<file path="src/rtl/uart_rx_sampler.sv">
// UART receive front end: synchronises and oversamples rx, qualifies the start bit,
// majority-votes each bit at mid-bit and drives the bit clock/data pair for uart_rx.
module uart_rx_sampler #(
  parameter int OVERSAMPLE = 16,
  parameter int DIV_WIDTH  = 16
) (
  input  logic                 clk,
  input  logic                 rst_n,
  input  logic                 rx_pad,
  input  logic                 enable,
  input  logic [DIV_WIDTH-1:0] divisor,
  input  logic [3:0]           frame_len,
  output logic                 rx_bit,
  output logic                 tck,
  output logic                 bit_tick,
  output logic                 busy,
  output logic                 error_start,
  output logic                 frame_error,
  output logic                 break_det
);

  localparam int S  = OVERSAMPLE / 2;
  localparam int OW = $clog2(OVERSAMPLE);
  localparam logic [OW-1:0] SM1   = OW'(S - 1);
  localparam logic [OW-1:0] SMID  = OW'(S);
  localparam logic [OW-1:0] SP1   = OW'(S + 1);
  localparam logic [OW-1:0] OSMAX = OW'(OVERSAMPLE - 1);

  typedef enum logic [1:0] {IDLE, START, DATA} state_e;

  state_e               state_q;
  logic                 sync1_q, sync2_q, prev_q;
  logic [DIV_WIDTH-1:0] pre_cnt_q, pre_cnt_d, div_q;
  logic [OW-1:0]        os_cnt_q, os_cnt_d, tck_cnt_q;
  logic [1:0]           smp_q;
  logic [3:0]           bit_idx_q, last_idx;
  logic                 zero_q;
  logic                 rx_bit_q, tck_q, bit_tick_q, err_start_q, frame_err_q, break_q;
  logic                 os_tick, fall, vote, decide;

  assign os_tick   = (pre_cnt_q == div_q);
  assign pre_cnt_d = os_tick ? '0 : pre_cnt_q + DIV_WIDTH'(1);
  assign os_cnt_d  = !os_tick ? os_cnt_q : (os_cnt_q == OSMAX) ? '0 : os_cnt_q + OW'(1);
  assign fall      = prev_q & ~sync2_q;
  assign vote      = (smp_q[0] & smp_q[1]) | (smp_q[0] & sync2_q) | (smp_q[1] & sync2_q);
  assign decide    = os_tick && (os_cnt_q == SP1);
  assign last_idx  = (frame_len < 4'd2) ? 4'd1 : frame_len - 4'd1;

  always_ff @(posedge clk or negedge rst_n) begin
    if (!rst_n) begin
      state_q     <= IDLE;
      sync1_q     <= 1'b1;
      sync2_q     <= 1'b1;
      prev_q      <= 1'b1;
      pre_cnt_q   <= '0;
      div_q       <= '0;
      os_cnt_q    <= '0;
      tck_cnt_q   <= '0;
      smp_q       <= 2'b11;
      bit_idx_q   <= '0;
      zero_q      <= 1'b0;
      rx_bit_q    <= 1'b1;
      tck_q       <= 1'b0;
      bit_tick_q  <= 1'b0;
      err_start_q <= 1'b0;
      frame_err_q <= 1'b0;
      break_q     <= 1'b0;
    end else begin
      sync1_q     <= rx_pad;
      sync2_q     <= sync1_q;
      prev_q      <= sync2_q;
      bit_tick_q  <= 1'b0;
      err_start_q <= 1'b0;
      frame_err_q <= 1'b0;
      break_q     <= 1'b0;
      if (!enable) begin
        state_q   <= IDLE;
        pre_cnt_q <= '0;
        div_q     <= divisor;
        os_cnt_q  <= '0;
        tck_q     <= 1'b0;
        tck_cnt_q <= '0;
        rx_bit_q  <= 1'b1;
      end else begin
        pre_cnt_q <= pre_cnt_d;
        os_cnt_q  <= os_cnt_d;
        // divisor is only picked up at a wrap so a tick period is never cut short
        if (os_tick) div_q <= divisor;
        if (os_tick && os_cnt_q == SM1)  smp_q[0] <= sync2_q;
        if (os_tick && os_cnt_q == SMID) smp_q[1] <= sync2_q;
        if (tck_q && os_tick) begin
          if (tck_cnt_q == SM1) begin
            tck_q     <= 1'b0;
            tck_cnt_q <= '0;
          end else begin
            tck_cnt_q <= tck_cnt_q + OW'(1);
          end
        end
        case (state_q)
          IDLE: if (fall) begin
            pre_cnt_q <= '0;
            div_q     <= divisor;
            os_cnt_q  <= '0;
            bit_idx_q <= '0;
            state_q   <= START;
          end
          START: if (decide) begin
            if (vote) begin
              err_start_q <= 1'b1;
              state_q     <= IDLE;
            end else begin
              rx_bit_q   <= 1'b0;
              bit_tick_q <= 1'b1;
              tck_q      <= 1'b1;
              tck_cnt_q  <= '0;
              bit_idx_q  <= 4'd1;
              zero_q     <= 1'b1;
              state_q    <= DATA;
            end
          end
          DATA: if (decide) begin
            rx_bit_q   <= vote;
            bit_tick_q <= 1'b1;
            tck_q      <= 1'b1;
            tck_cnt_q  <= '0;
            // leave mid stop bit so the next start edge is caught
            if (bit_idx_q == last_idx) begin
              frame_err_q <= ~vote;
              break_q     <= zero_q & ~vote;
              state_q     <= IDLE;
            end else begin
              bit_idx_q <= bit_idx_q + 4'd1;
              zero_q    <= zero_q & ~vote;
            end
          end
          default: state_q <= IDLE;
        endcase
      end
    end
  end

  assign rx_bit      = rx_bit_q;
  assign tck         = tck_q;
  assign bit_tick    = bit_tick_q;
  assign busy        = (state_q != IDLE);
  assign error_start = err_start_q;
  assign frame_error = frame_err_q;
  assign break_det   = break_q;

endmodule
</file>
<file path="config.mk">
export PLATFORM = sky130hd
export DESIGN_NAME = uart_rx_sampler
export DESIGN_NICKNAME = d
export VERILOG_FILES = /design/src/rtl/uart_rx_sampler.sv
export SDC_FILE = /design/constraint.sdc
export NUM_CORES = 1
export LEC_CHECK = 0
export CORE_MARGIN = 2
export CORE_UTILIZATION = 63
export CTS_BUF_LIST = sky130_fd_sc_hd__clkbuf_8
export DETAILED_ROUTE_END_ITERATION = 8
export MAX_ROUTING_LAYER = met4
export PLACE_DENSITY = 0.87
export SLEW_MARGIN = 15
export SYNTH_ARGS = -nofsm -noshare
export SYNTH_HDL_FRONTEND = slang
export SYNTH_SLANG_ARGS = --single-unit
export TNS_END_PERCENT = 100
</file>
<file path="constraint.sdc">
create_clock -name clk -period 4.1 [get_ports clk]
set_input_delay 0.82 -clock clk [delete_from_list [all_inputs] [get_ports clk]]
set_output_delay 0.82 -clock clk [all_outputs]
set_load 0.03 [all_outputs]
</file>
* After elaboration in Yosys (flattened, before gate mapping)
Cells that the tools add are included.
Storage, ports and cells: bits in registers 58, bits of input ports 24, output and inout port bits 7, word-level logic and storage cells 135
Cells by class: add/sub/neg operators 5, $lt $le $gt $ge 1, equal/unequal tests 20, muxes and demuxes 68, bitwise gates (word level) 9, reductions and logical operators 14
Operators with widths (number):
- 16-bit 2-to-1 mux | 8
- 4-bit 2-to-1 mux | 17
- 1-bit 2-to-1 mux | 30
- 16-bit by 1-bit adder with 16-bit output, second input constant | 1
- 16-bit == test | 1
- 3-bit inequality test, second input constant | 5
- 4-bit by 1-bit adder with 4-bit output, second input constant | 3
- 4-bit == test, second input constant | 3
- 2-bit 2-to-1 mux | 6
- 4-bit case mux with 3 select lines | 1
- 2-bit inequality test, second input constant | 5
- 4-bit by 3-bit == test with 1-bit output, second input constant | 2
- 1-bit case mux with 2 select lines | 4
- 4-bit case mux with 2 select lines | 1
- 4-bit AND reduction | 2
- 7-bit AND reduction | 1
- 2-bit case mux with 3 select lines | 1
- 6-bit AND reduction | 1
- 1-bit AND | 5
- 4-bit == test | 1
- 1-bit logical AND | 4
- 4-bit by 2-bit less-than comparator with 1-bit output, second input constant | 1
- 2-bit AND reduction | 2
- 2-bit nonzero test | 2
- 8 further kinds | 10

* Logic depth before layout (Yosys ltp)
Gate-level depths: netlist of run 1.
depth after elaboration 9, depth in mapped cells 9, mapped depth without buffers 8

* Worst setup path before layout of run 1
No wires, ideal clock.
kind input to register, start point input port frame_len[0], end point register bit_idx_q[1], setup time 128 ps, arrival time 2395 ps, required time 3972 ps, slack 1578 ps, stages on the path 7, path buffers 0, path through inv_1 -> ha_1 -> or2_2 -> o211ai_1 -> a2111oi_4 -> nor3_1 -> mux2_1
On the way: word-level cells in the longest chain between the ends 5, elaborated cells on any way between the ends 6, classes of those cells 1 x add/sub; 1 x order compare; 2 x eq/ne; 1 x mux; 1 x reduce/logical
RTL lines:
- start, declared | line 12 | input logic [3:0] frame_len,
- 4-bit by 1-bit subtractor with 4-bit output or 4-bit by 2-bit less-than comparator with 1-bit output (tied branches) | line 47 | assign last_idx = (frame_len < 4'd2) ? 4'd1 : frame_len - 4'd1;
- 4-bit 2-to-1 mux (*) | line 47
- 4-bit == test (*) | line 127 | if (bit_idx_q == last_idx) begin
- 2-bit inequality test (no line) (*)
- 7-bit AND reduction (no line) (*)
- end signal, assigned | line 132 | bit_idx_q <= bit_idx_q + 4'd1;
- end, declared | line 36 | logic [3:0] bit_idx_q, last_idx;
Every way passes the cells marked *; elsewhere a longest branch is shown, timed or not. A chain may end at the register's enable or synchronous reset.

* Final worst setup path of run 1
Same ends and word-level chain as after synthesis.

==> results of run 1 <==
==> final timing paths <==
kind                              startpoint            to  slack, ps  cells past startpoint
worst max-delay path            frame_len[0]  bit_idx_q[1]       1150                      8
worst min-delay path                 sync1_q       sync2_q        360                      0
max in group asynchronous              rst_n      div_q[1]       2740                      2
worst max register to register  pre_cnt_q[6]  bit_idx_q[1]       1340                      6
worst min register to register       sync1_q       sync2_q        360                      0
min in group asynchronous              rst_n           tck        540                      1
==> metrics by stage <==
step                      hold WS, ps  worst slack, ps
after CTS                       356.9             1167
after floorplan                 345.2             1578
after global placement          347.2            947.7
final                           357.9             1150
after global routing            355.5             1066
after detailed placement        349.8            816.1
==> registers in the layout (all words and copies together), names as in the netlist <==
register     count
div_q           16
pre_cnt_q       16
bit_idx_q        4
os_cnt_q         4
tck_cnt_q        4
smp_q            2
state_q          2
bit_tick         1
break_det        1
error_start      1
frame_error      1
prev_q           1
rx_bit           1
sync1_q          1
sync2_q          1
tck              1
zero_q           1
==> worst max-delay path, stage by stage <==
cell and delay [ps]:
clkdlybuf4s50_1 540, inv_1 60, ha_1 300, or2_2 270, o211ai_1 320, a2111oi_4 120, nor3_1 370, mux2_1 360
==> logic make-up after synthesis <==
group	share of synthesized area, %
AOI/OAI and AO/OA	8.936
xor gates and xnor gates	9.951
adders and majority gates	4.468
buffers and inverters	2.640
DFF	47.36
muxes	8.245
and+or+nand+nor	18.40
==> power by group <==
| group | switching, mW | leakage [nW] | internal, mW |
|---|---|---|---|
| Clock | 0.226 | 0.138 | 0.479 |
| Combinational | 0.0878 | 0.682 | 0.0774 |
| Sequential | 0.0216 | 0.750 | 0.599 |
==> per-layer routing <==
| layer | vias to the layer above | wire length (um) | share of wire [%] |
|---|---|---|---|
| met3 | 13 | 247 | 4.0 |
| met1 | 1151 | 2732 | 44 |
| met5 | - | 0 | 0 |
| met4 | 0 | 136 | 2.2 |
| met2 | 51 | 3048 | 49 |
| li1 | 1104 | - | - |
==> cell usage after synthesis, types with 2 or more instances <==
library cell,instances,area (um^2)
a21oi_1,7,35.03
a31oi_1,2,12.51
and2_1,3,18.77
and3_1,5,31.28
buf_2,5,25.02
clkbuf_1,4,15.01
dfrtp_1,52,1301
dfstp_2,6,157.7
ha_1,11,137.6
inv_1,11,41.29
mux2_1,2,22.52
mux2_2,17,191.4
mux2i_1,4,40.04
nand2_1,22,82.58
nand2b_1,5,31.28
nand3_1,17,85.08
nand4_1,7,43.79
nor2_1,37,138.9
nor2b_1,3,18.77
nor3_1,4,20.02
o211ai_1,5,37.54
o21ai_0,5,25.02
o21ai_1,2,10.01
o31ai_1,2,15.01
o41ai_1,5,43.79
or2_2,3,18.77
xnor2_1,20,175.2
xor2_1,15,131.4
==> area by class of cell <==
class                   count  area (um^2)
clock buffers              10        137.6
repair buffers             32        310.3
clock inverters             6        128.9
multi-input cells         220         1540
inverters                  11        41.29
fillers                   297         1022
well taps                  67        83.83
flip-flops and latches     58         1459
==> impl_metrics.tcl, run 1 <==
set metrics [dict create \
    status "finished clean" \
    leakage_nw 1.569 \
    most-common-layout-cells "dfrtp_1 (52), nor2_1 (37), clkdlybuf4s50_1 (29)" \
    final_common_cell "dfrtp_1" \
    clock-sinks 58 \
    async_flop_share_pct 100.0 \
    drv_cap 0 \
    synth_edf_count 0 \
    clock_path_buffers 2 \
    dp_hpwl_um 4226 \
    place_congestion 0.8115 \
    holdBufCountCts 0 \
    fin_nets 367 \
    crit_arrival_ps 3170 \
    slew_viol_final 0 \
    finish.utilization_pct 78.36 \
    grtUsageMet3_pct 6.996 \
    cts_buffers 9 \
    synthCells 298 \
    syn_area_mm2 0.003080 \
    startpoint_type "input pin" \
    portBuffers 30 \
    io_pins 31 \
    grt_first_pass_wirelength_um 10800 \
    ant_nets 0 \
    path_clk_slew_ps 60 \
    max_slew_margin_pct 42.01 \
    design_area_mm2 0.003701 \
    clock_skew_ps 6.234 \
    dpl.cell_count 388 \
    grt-ovfl-total 0 \
    hold_violations 0 \
    rsz0062_at_grt "no" \
    via_per_inst 5.740 \
    start_util_pct 65.22 \
    fmax_mhz 339.0 \
    powerDensity_mw_per_mm2 402.6 \
    crit_required_ps 4320 \
    grt_max_degree 34 \
    diodes 0 \
    antenna_found_initial 0 \
    drt_iter0_markers 147 \
    grtUsageTotal_pct 27.31 \
    final.min_clock_period_ps 2950 \
    grt_pass1_vias 2314 \
    syn_nets 333 \
    drtPass1Iterations 4 \
    die-area_mm2 0.005465 \
    ctsResizeCount 0 \
    crit_type "input pin to flop" \
    drt_wl_total_um 6164 \
    drc 0 \
    fin_setup_tns_ps 0 \
    p_total_mw 1.490 \
    synth-seq-cells 58 \
    insertion_delay_ps 340 \
    synth-seq-area-share_pct 47.36 \
    grt_busiest_layer "met2" \
    setup_viol 0 \
    hp-class "flop to flop" \
    grt_util_met1_pct 35.14 \
    cts_setup_buffers 0 \
    route.vias.total 2319 \
    row_count 25 \
    final_cells 404 \
    synth_ff_type "dfrtp_1" \
    chipWidth_um 73.93 \
    synth_area_per_cell_um2 10.34 \
    critPathMaxFanout 6 \
    finalCritPeriodShare_pct 71.95 \
    area_growth_pct 20.15 \
    htreeDepth 3 \
    dieHeight_um 73.93 \
    tightest_slew_ps 863.4 \
    cts_root_buf "clkbuf_8" \
    drive_gt1_share_pct 13.95 \
    ys_types 45 \
    wl_per_cell_um 15.26 \
    core-area_mm2 0.004723 \
    crit_path_end_kind "flop" \
    grt_use_met2_pct 40.48 \
    irDropWorstVdd_uv 342.4 \
    cts_tree "done" \
    yosys_warnings 0 \
    place_area_mm2 0.003435 \
]
No activity file was read; power rests on OpenSTA's default activity.
==> inputs of run 2 (changes only) <==
Settings changed: CORE_UTILIZATION 63 to 53, PLACE_DENSITY 0.87 to 0.78.
Clock period 4.1 ns to 2.6 ns, I/O delays scaled along.
==> run 2 against run 1 <==
  * Hold slack worse by 42 ps
  * Via count is 0.78% lower
  * Clock power is 1% higher
  * Clock-buffer cell count stayed put
  * Flip-flop and latch count stayed put
  * Register-to-register slack worse by 980 ps
  * Non-clock buffer count is 10 higher
  * Global-route usage is 5.8 points lower
  * First-iteration DRC count is 2.0% higher
==> impl_metrics.tcl, run 2 (synthesis results as in run 1) <==
set metrics [dict create \
    status "finished clean" \
    dp_hpwl_um 4107 \
    regArea_mm2 0.001459 \
    r2r_end "div_q[15]" \
    clock-sinks 58 \
    grt-ovfl-total 0 \
    fillers 460 \
    holdBufCountCts 0 \
    slew_viol_final 0 \
    final_cells 419 \
    irDropWorstVdd_uv 409.7 \
    setup.worst_path.start "frame_len[0]" \
    crit_arrival_ps 2690 \
    power_frac_seq_pct 49.8 \
    crit_path_end_kind "flop" \
    diodes 0 \
    ff2ff_path_depth 7 \
    final_common_cell "dfrtp_1" \
    die-area_mm2 0.006438 \
    htreeDepth 3 \
    slowest_stage "clkdlybuf4s50_1" \
    cts_buffers 9 \
    drtPass1Iterations 4 \
    grt_max_degree 59 \
    fmax_mhz 406.0 \
    io_pins 31 \
    setup_viol 0 \
    grt_pass1_vias 2276 \
    final.min_clock_period_ps 2463 \
    row_count 27 \
    crit_required_ps 2820 \
    powerDensity_mw_per_mm2 530.1 \
    finish.utilization_pct 66.46 \
    portBuffers 30 \
    tightest_slew_ps 733.3 \
    cp_slowest_stage_delay_ps 480 \
    rsz0062_at_grt "no" \
    hold_violations 0 \
    max_slew_margin_pct 51.11 \
    clkPwrFrac_pct 36.3 \
    p_int_mw 1.441 \
    start_util_pct 55.26 \
    drt_wl_total_um 5901 \
    wl_per_cell_um 14.08 \
    cts_root_buf "clkbuf_8" \
    reg2reg_from "state_q[0]" \
    leakage_nw 1.578 \
    clock_skew_ps 12.32 \
    startpoint_type "input pin" \
    drv_cap 0 \
    most-common-layout-cells "dfrtp_1 (52), nor2_1 (37), clkdlybuf4s50_1 (29)" \
    dieHeight_um 80.24 \
    setup.worst_path.end "bit_idx_q[3]" \
    path_clk_slew_ps 70 \
    cts_tree "done" \
    drc 0 \
    r2r_slack_ps 360 \
    fin_nets 377 \
    drive_gt1_share_pct 16.71 \
    pwr-share-comb_pct 14.0 \
    crit_type "input pin to flop" \
    critPathMaxFanout 5 \
    crit_chain "clkdlybuf4s50_1 -> inv_1 -> ha_1 -> or2_2 -> o211ai_1 -> a2111oi_4 -> or3_1 -> o41ai_1" \
    grt_first_pass_wirelength_um 10290 \
    p_total_mw 1.964 \
    core-area_mm2 0.005574 \
    via_per_inst 5.492 \
    ant_nets 0 \
    area_growth_pct 20.27 \
    insertion_delay_ps 340 \
    place_congestion 0.8222 \
    dpl.cell_count 403 \
    drt_iter0_markers 150 \
    p_switching_uw 522.5 \
    sw_frac_of_total_pct 26.61 \
    clock_path_buffers 2 \
    grtUsageTotal_pct 21.48 \
    multi_input_area_mm2 0.001545 \
    antenna_found_initial 0 \
    chipWidth_um 80.24 \
    reg.largest.list "div_q x16, pre_cnt_q x16" \
    hp-class "input pin to async pin" \
    route.vias.total 2301 \
    finalCritPeriodShare_pct 94.74 \
]
==> run 2: cell types whose count changed in the layout (fill, tap and decap cells not counted), sizes merged <==
cell	change
clkinv	+2
buf	+10
clkinvlp	+2
bufinv	-4
==> run 2: worst max-delay path, delay by kind of cell <==
kind	cells	cell delay, ps
AOI/OAI and AO/OA	3	670
and+or+nand+nor	2	680
buffers and inverters	2	530
adders and majority gates	1	290
==> run 2: what timing repair did <==
item | CTS | global route
setup endpoints to repair | 0 | 1
endpoints found under the hold margin | 0 | 0
gates resized for setup | 0 | 1
setup buffers | 0 | 0
==> run 2: stage by stage <==
stage	hold slack, ps	TNS, ps	worst slack, ps	cell area, um^2
after floorplan	224.4	0	377.5	3080
after global placement	345.3	-496.2	-122.0	3528
after detailed placement	351.7	-979.6	-201.3	3528
after CTS	343.6	0	148.3	3700
after global routing	364.0	0	3.406	3705
final	316.4	0	136.7	3705
==> run 2: worst min path at each step <==
stage,cells after the start,startpoint,to
after floorplan,0,rst_n,bit_idx_q[0]
after global placement,0,sync1_q,sync2_q
after detailed placement,0,sync1_q,sync2_q
after CTS,2,rst_n,pre_cnt_q[13]
after global routing,0,sync1_q,sync2_q
final,2,rst_n,div_q[3]
==> run 2: routing by layer <==
layer / share of wire, % / global-route usage, % / vias to the layer above / routed length, um
met5: 0 / - / - / 0
li1: - / - / 1127 / -
met3: 4.2 / 4.382 / 8 / 245
met2: 49 / 32.83 / 52 / 2876
met4: 1.5 / 9.153 / 0 / 91
met1: 46 / 27.99 / 1114 / 2687
==> run 2: area by class of cell <==
cell class              count  area share, %
repair buffers             42          10.74
well taps                  72          2.432
clock buffers              10          3.715
inverters                  11          1.114
clock inverters             6         0.9119
multi-input cells         220          41.71
flip-flops and latches     58          39.38
==> run 2: power by group through the flow <==
stage               Sequential [mW]  Clock [mW]  Combinational, mW
floorplan                     0.984           0              0.166
global route                  0.983       0.777              0.305
finish                        0.977       0.713              0.274
detailed placement            0.994           0              0.275
CTS                           0.978       0.731              0.276
global placement              0.992           0              0.266
